File: config.mk
export PLATFORM = sky130hd
export DESIGN_NAME = hours_counter_cfg
export DESIGN_NICKNAME = d
export VERILOG_FILES = /design/src/rtl/hours_counter_cfg.sv
export SDC_FILE = /design/constraint.sdc
export NUM_CORES = 1
export LEC_CHECK = 0
export BUFFER_PORTS_ARGS = -buffer_cell sky130_fd_sc_hd__buf_2
export CORE_ASPECT_RATIO = 2
export CORE_UTILIZATION = 51
export DETAILED_ROUTE_END_ITERATION = 8
export GPL_TIMING_DRIVEN = 0
export PLACE_DENSITY = 0.83
export RECOVER_POWER = 25
export SLEW_MARGIN = 20
export SYNTH_ARGS = -nofsm -noshare
export SYNTH_HDL_FRONTEND = slang
export SYNTH_SLANG_ARGS = --single-unit
File: constraint.sdc
create_clock -name clk -period 3.39 [get_ports clk]
set_input_delay 0.678 -clock clk [delete_from_list [all_inputs] [get_ports clk]]
set_output_delay 0.678 -clock clk [all_outputs]
set_load 0.005 [all_outputs]
File: src/rtl/hours_counter_cfg.sv
// BCD hours counter with runtime 12/24h display, validated load, set-mode adjust
// and a registered day-carry pulse on the tick-driven 23->0 wrap.
module hours_counter_cfg #(
  parameter int unsigned RESET_HOUR = 0,
  parameter bit          ENABLE_12H = 1'b1
) (
  input  logic       clk,
  input  logic       reset,
  input  logic       enable,
  input  logic       mode_12h,
  input  logic       adj_up,
  input  logic       adj_down,
  input  logic       load,
  input  logic [3:0] load_tens,
  input  logic [3:0] load_units,
  input  logic       load_pm,
  output logic [3:0] tens,
  output logic [3:0] units,
  output logic       pm,
  output logic       day_carry,
  output logic       load_err
);

  if (RESET_HOUR > 23) begin : g_bad_reset_hour
    $error("hours_counter_cfg: RESET_HOUR must be in 0..23");
  end

  localparam logic [4:0] RST_H     = 5'(RESET_HOUR);
  localparam logic [3:0] RST_TENS  = 4'(RESET_HOUR / 10);
  localparam logic [3:0] RST_UNITS = 4'(RESET_HOUR % 10);
  localparam logic       RST_PM    = (RESET_HOUR >= 12);

  logic [4:0] h, h_next;
  logic       dc_next, le_next;
  logic       m12;
  logic [7:0] load_val;
  logic       digits_ok, load_ok;
  logic [4:0] load_h;
  logic [3:0] tens_next, units_next;

  function automatic logic [7:0] to_bcd(input logic [4:0] v);
    logic [4:0] t;
    logic [4:0] u;
    if (v >= 5'd20)      t = 5'd2;
    else if (v >= 5'd10) t = 5'd1;
    else                 t = 5'd0;
    u = v - 5'(t * 5'd10);
    return {t[3:0], u[3:0]};
  endfunction

  assign m12 = mode_12h & ENABLE_12H;

  // 8 bits: two unchecked nibbles can reach 165 before validation rejects them.
  assign load_val  = 8'(load_tens) * 8'd10 + 8'(load_units);
  assign digits_ok = (load_tens <= 4'd9) && (load_units <= 4'd9);

  always_comb begin
    load_ok = 1'b0;
    load_h  = 5'd0;
    if (m12) begin
      load_ok = digits_ok && (load_val >= 8'd1) && (load_val <= 8'd12);
      load_h  = ((load_val == 8'd12) ? 5'd0 : load_val[4:0]) + (load_pm ? 5'd12 : 5'd0);
    end else begin
      load_ok = digits_ok && (load_val <= 8'd23);
      load_h  = load_val[4:0];
    end
  end

  always_comb begin
    h_next  = h;
    dc_next = 1'b0;
    le_next = 1'b0;
    if (h > 5'd23) begin
      h_next = 5'd0;
    end else if (load) begin
      if (load_ok) h_next  = load_h;
      else         le_next = 1'b1;
    end else if (adj_up || adj_down) begin
      if (adj_up && !adj_down)      h_next = (h == 5'd23) ? 5'd0 : h + 5'd1;
      else if (adj_down && !adj_up) h_next = (h == 5'd0) ? 5'd23 : h - 5'd1;
    end else if (enable) begin
      if (h == 5'd23) begin
        h_next  = 5'd0;
        dc_next = 1'b1;
      end else begin
        h_next = h + 5'd1;
      end
    end
  end

  // Display is encoded from the next hour so outputs track h with no extra cycle.
  always_comb begin
    logic [4:0] d;
    d = h_next;
    if (m12) begin
      if (h_next == 5'd0 || h_next == 5'd12) d = 5'd12;
      else if (h_next > 5'd12)               d = h_next - 5'd12;
    end
    {tens_next, units_next} = to_bcd(d);
  end

  always_ff @(posedge clk or posedge reset) begin
    if (reset) begin
      h         <= RST_H;
      tens      <= RST_TENS;
      units     <= RST_UNITS;
      pm        <= RST_PM;
      day_carry <= 1'b0;
      load_err  <= 1'b0;
    end else begin
      h         <= h_next;
      tens      <= tens_next;
      units     <= units_next;
      pm        <= (h_next >= 5'd12);
      day_carry <= dc_next;
      load_err  <= le_next;
    end
  end

endmodule

==> impl_metrics.csv, run 1 <==
group,metric,value,unit
run_status,status,"complete, but fails checks",
run_status,violations,"design-rule violations, negative setup slack",
power_and_ir_drop,p_leak,0.001036,uW
yosys,ys.flop_type,"dfrtp_1",
detailed_routing,dr.pass1.iters,8,
setup_path,startpoint_type,"input port",
clock_network,path_clk_slew,50,ps
setup_path,regToRegEndpoint,"units[3]",
min_path,hp-class,"input port to async pin",
clock_network,htreeDepth,1,
clock_network,cts_root_buf,"clkbuf_8",
detailed_routing,vias,1746,
setup_path,cp_slowest_cell,"fa_2",
power_and_ir_drop,pwr-share-comb,77.6,%
yosys,syn_avg_cell_area,8.292,um2
yosys,synth_warnings,0,
power_and_ir_drop,sw_frac_of_total,44.32,%
setup_path,worst-path-max-fanout,5,
layout,drive_gt1_share,40.24,%
layout,fillerInstances,227,
die,rows,29,
setup_path,crit_type,"input port to flip-flop",
setup_path,path_depth,28,
layout,fin_nets,286,
timing,setup_ws,-2074,ps
timing,worst_pin_slew,583.7,ps
layout,final_common_cell,"buf_2",
yosys,synth_edf_count,0,
timing,rsz0062_at_grt,"yes",
power_and_ir_drop,p_int,1058,uW
clock_network,clock_latency,240,ps
power_and_ir_drop,irDropWorstVdd,0.0008256,V
die,core_area,3157,um2
layout,layout.cells.non_filler,282,
placed_design,io_buffers,24,
timing,finalHoldViolCount,0,
detailed_routing,first_iter_violations,74,
global_routing,grt_first_pass_wirelength,7.583,mm
setup_path,cp-endpoint,"units[3]",
job,maxCapViolCount,0,
yosys,netlist_area,1667,um2
timing,period_needed,5464,ps
timing,fmax,183.0,MHz
setup_path,worstReg2RegStart,"h[0]",
clock_network,cts_tree,"built",
die,die_width,42.42,um
timing,whs,458.3,ps
die,die_h,82.84,um
placed_design,hpwl,3.008,mm
timing,max_slew_margin,60.96,%
layout,final_util,71.58,%
die,io_pins,27,
layout,diodes,0,
power_and_ir_drop,pwr-share-clk,6.8,%
detailed_routing,routed_via_density,6.191,
placed_design,dp.cells,257,
setup_path,rrSetupSlack,-410,ps
placed_design,gp_congestion,0.8880,
die,die-area,3514,um2
yosys,async_flop_share,100.0,%
setup_path,startpoint,"load_tens[1]",
power_and_ir_drop,power.density,840.6,nW/um2
global_routing,track_usage,26.77,%
detailed_routing,ant_nets,0,
power_and_ir_drop,p_sw,841.9,uW
power_and_ir_drop,power_frac_seq,15.7,%
setup_path,slowest_delay,570,ps
global_routing,grt_pass1_vias,1791,
yosys,yosysSeqAreaShare,21.02,%
clock_network,clockBufferDepth,2,
detailed_routing,drc,2,
global_routing,antenna_found_initial,0,
global_routing,grt_overflow,0,
timing,setup_viol_count_final,10,
timing,finalCritPeriodShare,161.2,%
global_routing,grt_max_degree,15,
detailed_routing,wirelength,4.501,mm
layout,final_cell_mix,"22 x buf_2, 21 x buf_4, 17 x inv_1, 15 x nor2_1, 14 x dfrtp_1",
setup_path,crit_buf_inv,5,
yosys,yosysUniqueCellTypes,64,
yosys,synth-seq-cells,14,
die,initial_utilization,52.79,%
setup_path,timing.critical_path.mode_cell,"ha_4",
yosys,syn_inst,201,
detailed_routing,routedWlPerCell,15.96,um
setup_path,rr_worst_depth,15,
setup_path,worstPathRequired,3510,ps
setup_path,crit_arrival,5580,ps
setup_path,worst_path_dominant_cell_family,"adder cells",
timing,drv_slew,0,
timing,finalClockSkew,1.571,ps
clock_network,cts_inserted_buffers,3,
setup_path,end_kind,"flip-flop",
layout,area_growth,35.59,%
clock_network,cts_sinks,14,
cell usage after synthesis, types with 3 or more instances:
cell | n | area share (%)
inv_1 | 23 | 5.2
nor2_1 | 16 | 3.6
dfrtp_1 | 14 | 21
ha_1 | 14 | 11
o21ai_0 | 14 | 4.2
nand2_1 | 12 | 2.7
a21oi_1 | 8 | 2.4
nand3_1 | 7 | 2.1
a21o_1 | 6 | 2.7
nor3_1 | 6 | 1.8
buf_4 | 3 | 1.4
clkbuf_1 | 3 | 0.68
fa_1 | 3 | 3.6
nand2b_1 | 3 | 1.1
nand4_1 | 3 | 1.1
nor4_1 | 3 | 1.1
o31ai_1 | 3 | 1.4
xnor2_1 | 3 | 1.6
flip-flops by register name (all words and copies together), names as in the netlist:
signal / flops
tens: 2
day_carry: 1
pm: 1
units: 4
load_err: 1
h: 5
stage by stage:
stage	area, um2	total power [uW]	setup TNS [ps]	setup WS [ps]
2_1_floorplan	1738	1080	-10920	-2250
6_report	2260	1899	-11110	-2074
4_1_cts	2241	1828	-11150	-2057
3_3_place_gp	1897	1292	-15450	-2775
3_5_place_dp	1897	1319	-15990	-2834
5_1_grt	2260	2046	-12360	-2204
cell type report:
| class | count | area, um2 | share of cell area (%) |
|---|---|---|---|
| Buffer | 8 | 56.30 | 2.492 |
| Timing Repair Buffer | 46 | 325.3 | 14.40 |
| Inverter | 23 | 88.84 | 3.931 |
| Sequential cell | 14 | 350.3 | 15.50 |
| Clock buffer | 3 | 41.29 | 1.827 |
| Tap cell | 31 | 38.79 | 1.716 |
| Multi-Input combinational cell | 157 | 1359 | 60.13 |
timing repair:
action / CTS / global route
resized for setup: 34 / 7
hold buffers: 0 / 0
setup buffers: 22 / 3
pin swaps: 22 / 7
setup endpoints to repair: 10 / 12
power groups by stage:
stage | Sequential [uW] | Combinational [uW] | Clock [uW]
after floorplan | 293 | 787 | 0
after global placement | 296 | 997 | 0
after detailed placement | 299 | 1020 | 0
after CTS | 298 | 1400 | 132
after global routing | 305 | 1600 | 144
final | 297 | 1470 | 129
worst reg2reg max path: cells and delay by family, from the launching register on:
family	cells	cell delay (ps)
buffers and inverters	1	30
adder cells (fa/ha/maj)	3	540
flip-flops	1	470
AO/OA/AOI/OAI	8	1470
multiplexers	1	290
AND/OR/NAND/NOR	2	890
metal layers:
metal  global-route usage, %  vias up  routed length (um)
li1                        -      835                   -
met1                   29.13      847                1654
met2                   50.49       55                2658
met3                   4.130        9                 130
met4                   7.955        0                  58
met5                       0        -                   0
worst min-delay path by stage:
stage / start / endpoint / cells past startpoint
finish: reset / h[3] / 2
global route: reset / h[3] / 2
CTS: reset / h[3] / 2
detailed placement: reset / load_err / 2
global placement: reset / load_err / 2
floorplan: reset / day_carry / 1
kinds of logic (layout without fill, tap and decap cells):
group | after synthesis | after routing | synth area share (%)
other | 1 | 2 | 0.2250
AOI/OAI and AO/OA | 61 | 61 | 28.75
and+or+nand+nor | 69 | 69 | 22.67
muxes | 4 | 4 | 2.553
xor gates and xnor gates | 4 | 4 | 2.102
adders and majority gates | 17 | 17 | 14.11
buffers and inverters | 31 | 80 | 8.558
DFF | 14 | 14 | 21.02
No activity file was read; power rests on OpenSTA's default activity.
==> inputs of run 2 (changes only) <==
- clock period: 3.39 -> 4.78 ns (I/O delays scaled with it)
==> run 2 against run 1 <==
Effect of this change:
- the flow finishes with violations (negative setup slack)
- die area unchanged
- routed wire length down 10%
- clock skew up 1.7 ps
- final cell count down 3.2%
- total power down 40%
- critical path type unchanged
- largest cell class unchanged
- highest routed layer unchanged
==> impl_metrics.csv, run 2 (synthesis results as in run 1) <==
group,metric,value,unit
timing,worst_pin_slew,505.7,ps
layout,fillerInstances,272,
detailed_routing,drc,0,
timing,fin_tns_setup,-3232,ps
detailed_routing,first_iter_violations,63,
die,initial_utilization,52.79,%
min_path,hp-class,"input port to async pin",
die,io_pins,27,
global_routing,track_usage,24.64,%
setup_path,worst-path-max-fanout,5,
timing,period_needed,5778,ps
die,core_area,3157,um2
global_routing,grt.busiest_layer,"met2",
die,die-area,3514,um2
timing,finalCritPeriodShare,120.9,%
layout,area_growth,25.75,%
clock_network,clock_latency,240,ps
detailed_routing,dr.pass1.iters,7,
global_routing,grt_util_met2,47.41,%
setup_path,crit_type,"input port to flip-flop",
power_and_ir_drop,irDropWorstVdd,0.0004984,V
timing,fmax,173.1,MHz
timing,drv_slew,0,
timing,whs,730.7,ps
power_and_ir_drop,p_leak,0.0009736,uW
placed_design,gp_congestion,0.8957,
global_routing,met3_usage,4.565,%
clock_network,cts_sinks,14,
global_routing,grt_overflow,0,
clock_network,cts_root_buf,"clkbuf_8",
layout,final-seq-area,350.3,um2
job,maxCapViolCount,0,
detailed_routing,vias,1646,
setup_path,crit_arrival,5900,ps
run_status,violations,"negative setup slack",
clock_network,hold_buffers,0,
layout,final_cell_mix,"22 x buf_2, 19 x inv_1, 16 x buf_4, 15 x nor2_1, 14 x dfrtp_1",
layout,multi_input_area,1282,um2
placed_design,post-place-ws,-1731,ps
clock_network,htreeDepth,1,
clock_network,clockBufferDepth,2,
detailed_routing,routedWlPerCell,14.77,um
global_routing,grt_first_pass_wirelength,7.003,mm
layout,drive_gt1_share,33.88,%
global_routing,grt_max_degree,15,
layout,diodes,0,
global_routing,antenna_found_initial,0,
clock_network,path_clk_slew,60,ps
setup_path,end_kind,"flip-flop",
layout,layout.cells.non_filler,273,
clock_network,cts_tree,"built",
setup_path,rr_worst_depth,15,
layout,largest_register_ffs,5,
run_status,status,"complete, but fails checks",
layout,final_util,66.39,%
global_routing,grt_pass1_vias,1644,
layout,largest-register,"h",
setup_path,startpoint_type,"input port",
detailed_routing,routed_via_density,6.029,
die,die_h,82.84,um
timing,finalClockSkew,3.228,ps
timing,setup_ws,-998.4,ps
global_routing,grt_util_met1,25.07,%
power_and_ir_drop,power.density,545.7,nW/um2
timing,finalHoldViolCount,0,
placed_design,hpwl,3.075,mm
die,rows,29,
clock_network,cts_inserted_buffers,3,
timing,max_slew_margin,66.25,%
placed_design,io_buffers,24,
detailed_routing,wirelength,4.031,mm
setup_path,worstPathRequired,4900,ps
layout,final_common_cell,"buf_2",
timing,rsz0062_at_grt,"yes",
layout,largestRegisters,"h: 5 flops, units: 4 flops, tens: 2 flops",
placed_design,dp.cells,257,
die,die_width,42.42,um
layout,fin_nets,277,
timing,setup_viol_count_final,5,
detailed_routing,ant_nets,0,
==> run 2: what timing repair did <==
| item | in CTS | in global routing |
|---|---|---|
| gates cloned | 0 | 0 |
| buffers inserted | 12 | 2 |
| endpoints found under the setup margin | 5 | 5 |
| pin swaps | 17 | 7 |
| resized for setup | 16 | 3 |
==> run 2: worst paths after layout <==
kind / startpoint / to / slack [ps]
max: load_tens[1] / units[3] / -1000
min reg2reg: h[4] / day_carry / 800
max in group asynchronous: reset / day_carry / 3710
max reg2reg: h[0] / units[3] / 980
min: reset / units[0] / 730
min in group clk: h[4] / day_carry / 800
==> run 2: area by class of cell <==
cell class | count | area share, %
timing repair buffer | 37 | 11.34
inverter | 23 | 4.239
tap | 31 | 1.851
buffer | 8 | 2.687
multi-input combinational | 157 | 61.19
clock buffer | 3 | 1.970
sequential | 14 | 16.72
==> run 2: metrics by stage <==
step / instance area [um2] / power [uW]
after floorplan: 1730 / 761.9
after global placement: 1889 / 909.5
after detailed placement: 1889 / 928.0
after CTS: 2083 / 1134
after global routing: 2096 / 1244
final: 2096 / 1144
==> run 2: report_power, final <==
group | leakage (uW) | internal (uW) | switching (uW)
sequential | 0.000172 | 176 | 31.9
clock | 0.0000216 | 55.7 | 38.8
combinational | 0.000780 | 381 | 460
==> run 2: routing by layer <==
| layer | part of all wire (%) | wire length, um |
|---|---|---|
| met2 | 59 | 2391 |
| met4 | 1.7 | 70 |
| met5 | 0 | 0 |
| met1 | 36 | 1457 |
| met3 | 2.7 | 110 |
==> run 2: worst max-delay path: stages <==
cell and delay (ps):
buf_8 100, ha_4 260, ha_4 130, inv_2 40, fa_2 570, and2b_2 250
o211ai_1 140, mux2_4 330, nand4_1 90, and2_1 140, ha_2 170, inv_2 40
fa_1 430, o21ai_1 140, nor4_1 60, a311o_2 360, inv_4 80, ha_4 130
nor2_1 40, or3_1 320, o22a_1 220, a21o_1 190, o21ai_4 160, ha_4 150
inv_2 40, ha_4 150, a211oi_2 150, a31oi_1 60
==> inputs of run 3 (changes only) <==
- CORE_UTILIZATION: 51 -> 28
- PLACE_DENSITY: 0.83 -> 0.54
==> run 3 against run 2 <==
Effect of this change:
- the run still ends with negative setup slack left
- register-to-register slack got worse by 130 ps
- via count increased by 1.3%
- combinational power increased by 14%
- highest routed layer unchanged
- critical path depth unchanged
==> impl_metrics.csv, run 3 (synthesis results as in run 1) <==
group,metric,value,unit
run_status,status,"complete, but fails checks",
run_status,violations,"negative setup slack",
layout,largest_register_ffs,5,
detailed_routing,ant_nets,0,
clock_network,cts_tree,"built",
global_routing,grt_overflow,0,
detailed_routing,first_iter_violations,42,
detailed_routing,dr.pass1.iters,4,
clock_network,clock_latency,240,ps
setup_path,rr_worst_depth,17,
detailed_routing,routedWlPerCell,14.94,um
detailed_routing,routed_via_density,5.502,
clock_network,cts_inserted_buffers,3,
timing,max_slew_margin,59.74,%
layout,final_cell_mix,"22 x buf_2, 18 x inv_1, 15 x buf_4, 14 x nor2_1, 14 x dfrtp_1",
die,rows,39,
setup_path,end_kind,"flip-flop",
layout,drive_gt1_share,36.36,%
timing,finalCritPeriodShare,123.1,%
timing,setup_ws,-1102,ps
timing,fmax,170.0,MHz
global_routing,track_usage,14.31,%
setup_path,worstPathRequired,4900,ps
global_routing,grt_first_pass_wirelength,7.217,mm
setup_path,slowest_delay,570,ps
clock_network,hold_buffers,0,
power_and_ir_drop,power.density,593.1,nW/um2
die,die_width,56.56,um
layout,fin_nets,277,
die,die-area,6284,um2
layout,final_common_cell,"buf_2",
timing,finalClockSkew,2.393,ps
setup_path,crit_arrival,6000,ps
clock_network,cts_sinks,14,
layout,area_growth,33.18,%
global_routing,grt_max_degree,15,
setup_path,crit_type,"input port to flip-flop",
layout,largest-register,"h",
layout,fillerInstances,583,
clock_network,clockBufferDepth,2,
setup_path,regToRegEndpoint,"units[3]",
timing,drv_slew,0,
placed_design,io_buffers,24,
setup_path,worst-path-max-fanout,3,
die,initial_utilization,29.19,%
clock_network,path_clk_slew,40,ps
job,maxCapViolCount,0,
die,core_area,5709,um2
detailed_routing,drc,0,
timing,worst_pin_slew,595.5,ps
timing,rsz0062_at_grt,"yes",
detailed_routing,wirelength,4.526,mm
power_and_ir_drop,power,1316,uW
power_and_ir_drop,p_leak,0.0009964,uW
clock_network,cts_root_buf,"clkbuf_16",
timing,period_needed,5882,ps
setup_path,worstReg2RegStart,"h[0]",
power_and_ir_drop,irDropWorstVdd,0.0003077,V
timing,whs,741.9,ps
layout,largestRegisters,"h: 5 flops, units: 4 flops, tens: 2 flops",
setup_path,cp_slowest_cell,"fa_2",
setup_path,startpoint_type,"input port",
setup_path,rrSetupSlack,850,ps
placed_design,hpwl,3.486,mm
die,die_h,111.1,um
timing,setup_viol_count_final,5,
global_routing,grt_pass1_vias,1676,
setup_path,timing.critical_path.mode_cell,"ha_4",
clock_network,htreeDepth,1,
placed_design,gp_congestion,0.8602,
global_routing,antenna_found_initial,0,
layout,diodes,0,
min_path,hp-class,"input port to async pin",
detailed_routing,vias,1667,
timing,finalHoldViolCount,0,
die,io_pins,27,
run 3: cell counts in the layout (fill, tap and decap cells not counted):
Identical to the previous run, type by type.
run 3: area by class of cell:
class                           instances  area (um2)  area share [%]
Inverter                               23       88.84           4.002
Tap cell                               61       76.32           3.439
Multi-Input combinational cell        157        1326           59.75
Clock buffer                            3       75.07           3.382
Sequential cell                        14       350.3           15.78
Timing Repair Buffer                   37       246.5           11.10
Buffer                                  8       56.30           2.537
run 3: power breakdown:
part	switching (uW)	leakage, uW	total (uW)	internal (uW)
registers	34.1	0.000172	211	177
clock network	41.5	0.0000370	150	109
logic	513	0.000788	955	442
run 3: timing repair:
action | 4_1_cts | 5_1_grt
gates resized for setup | 17 | 13
endpoints found under the setup margin | 6 | 5
pin swaps | 17 | 3
buffers inserted | 12 | 1
run 3: worst max-delay path by stage:
| stage | from | endpoint | slack (ps) | cells after the start |
|---|---|---|---|---|
| 5_1_grt | load_tens[1] | units[3] | -1280 | 28 |
| 6_report | load_tens[1] | units[3] | -1100 | 28 |
| 4_1_cts | load_tens[1] | units[3] | -1110 | 28 |
| 2_1_floorplan | load_tens[3] | units[3] | -1150 | 27 |
| 3_5_place_dp | load_tens[3] | units[3] | -1910 | 28 |
| 3_3_place_gp | load_tens[3] | units[3] | -1880 | 28 |
run 3: metal layers:
layer  global-route usage (%)  vias up  share of wire [%]
met5                        0        -                  0
met4                    7.317        0                3.1
met3                   0.9335       13                2.9
met2                    29.73       46                 60
met1                    12.65      793                 34
li1                         -      815                  -
run 3: through the flow:
step                instances  instance area, um2  util [%]  TNS (ps)  worst slack, ps
floorplan                 202                1730         -     -3816            -1155
global placement          287                1927     33.75     -7590            -1879
detailed placement        287                1927     33.75     -7736            -1913
CTS                       302                2152     37.69     -3894            -1106
global route              303                2220     38.88     -4833            -1279
finish                    303                2220     38.88     -4106            -1102
run 3: critical path: cells and delay by family:
kind / cells / cell delay [ps]
compound gates: 8 / 1490
simple gates: 6 / 830
mux: 1 / 360
fa+ha+maj: 7 / 1880
buf+inv: 6 / 470
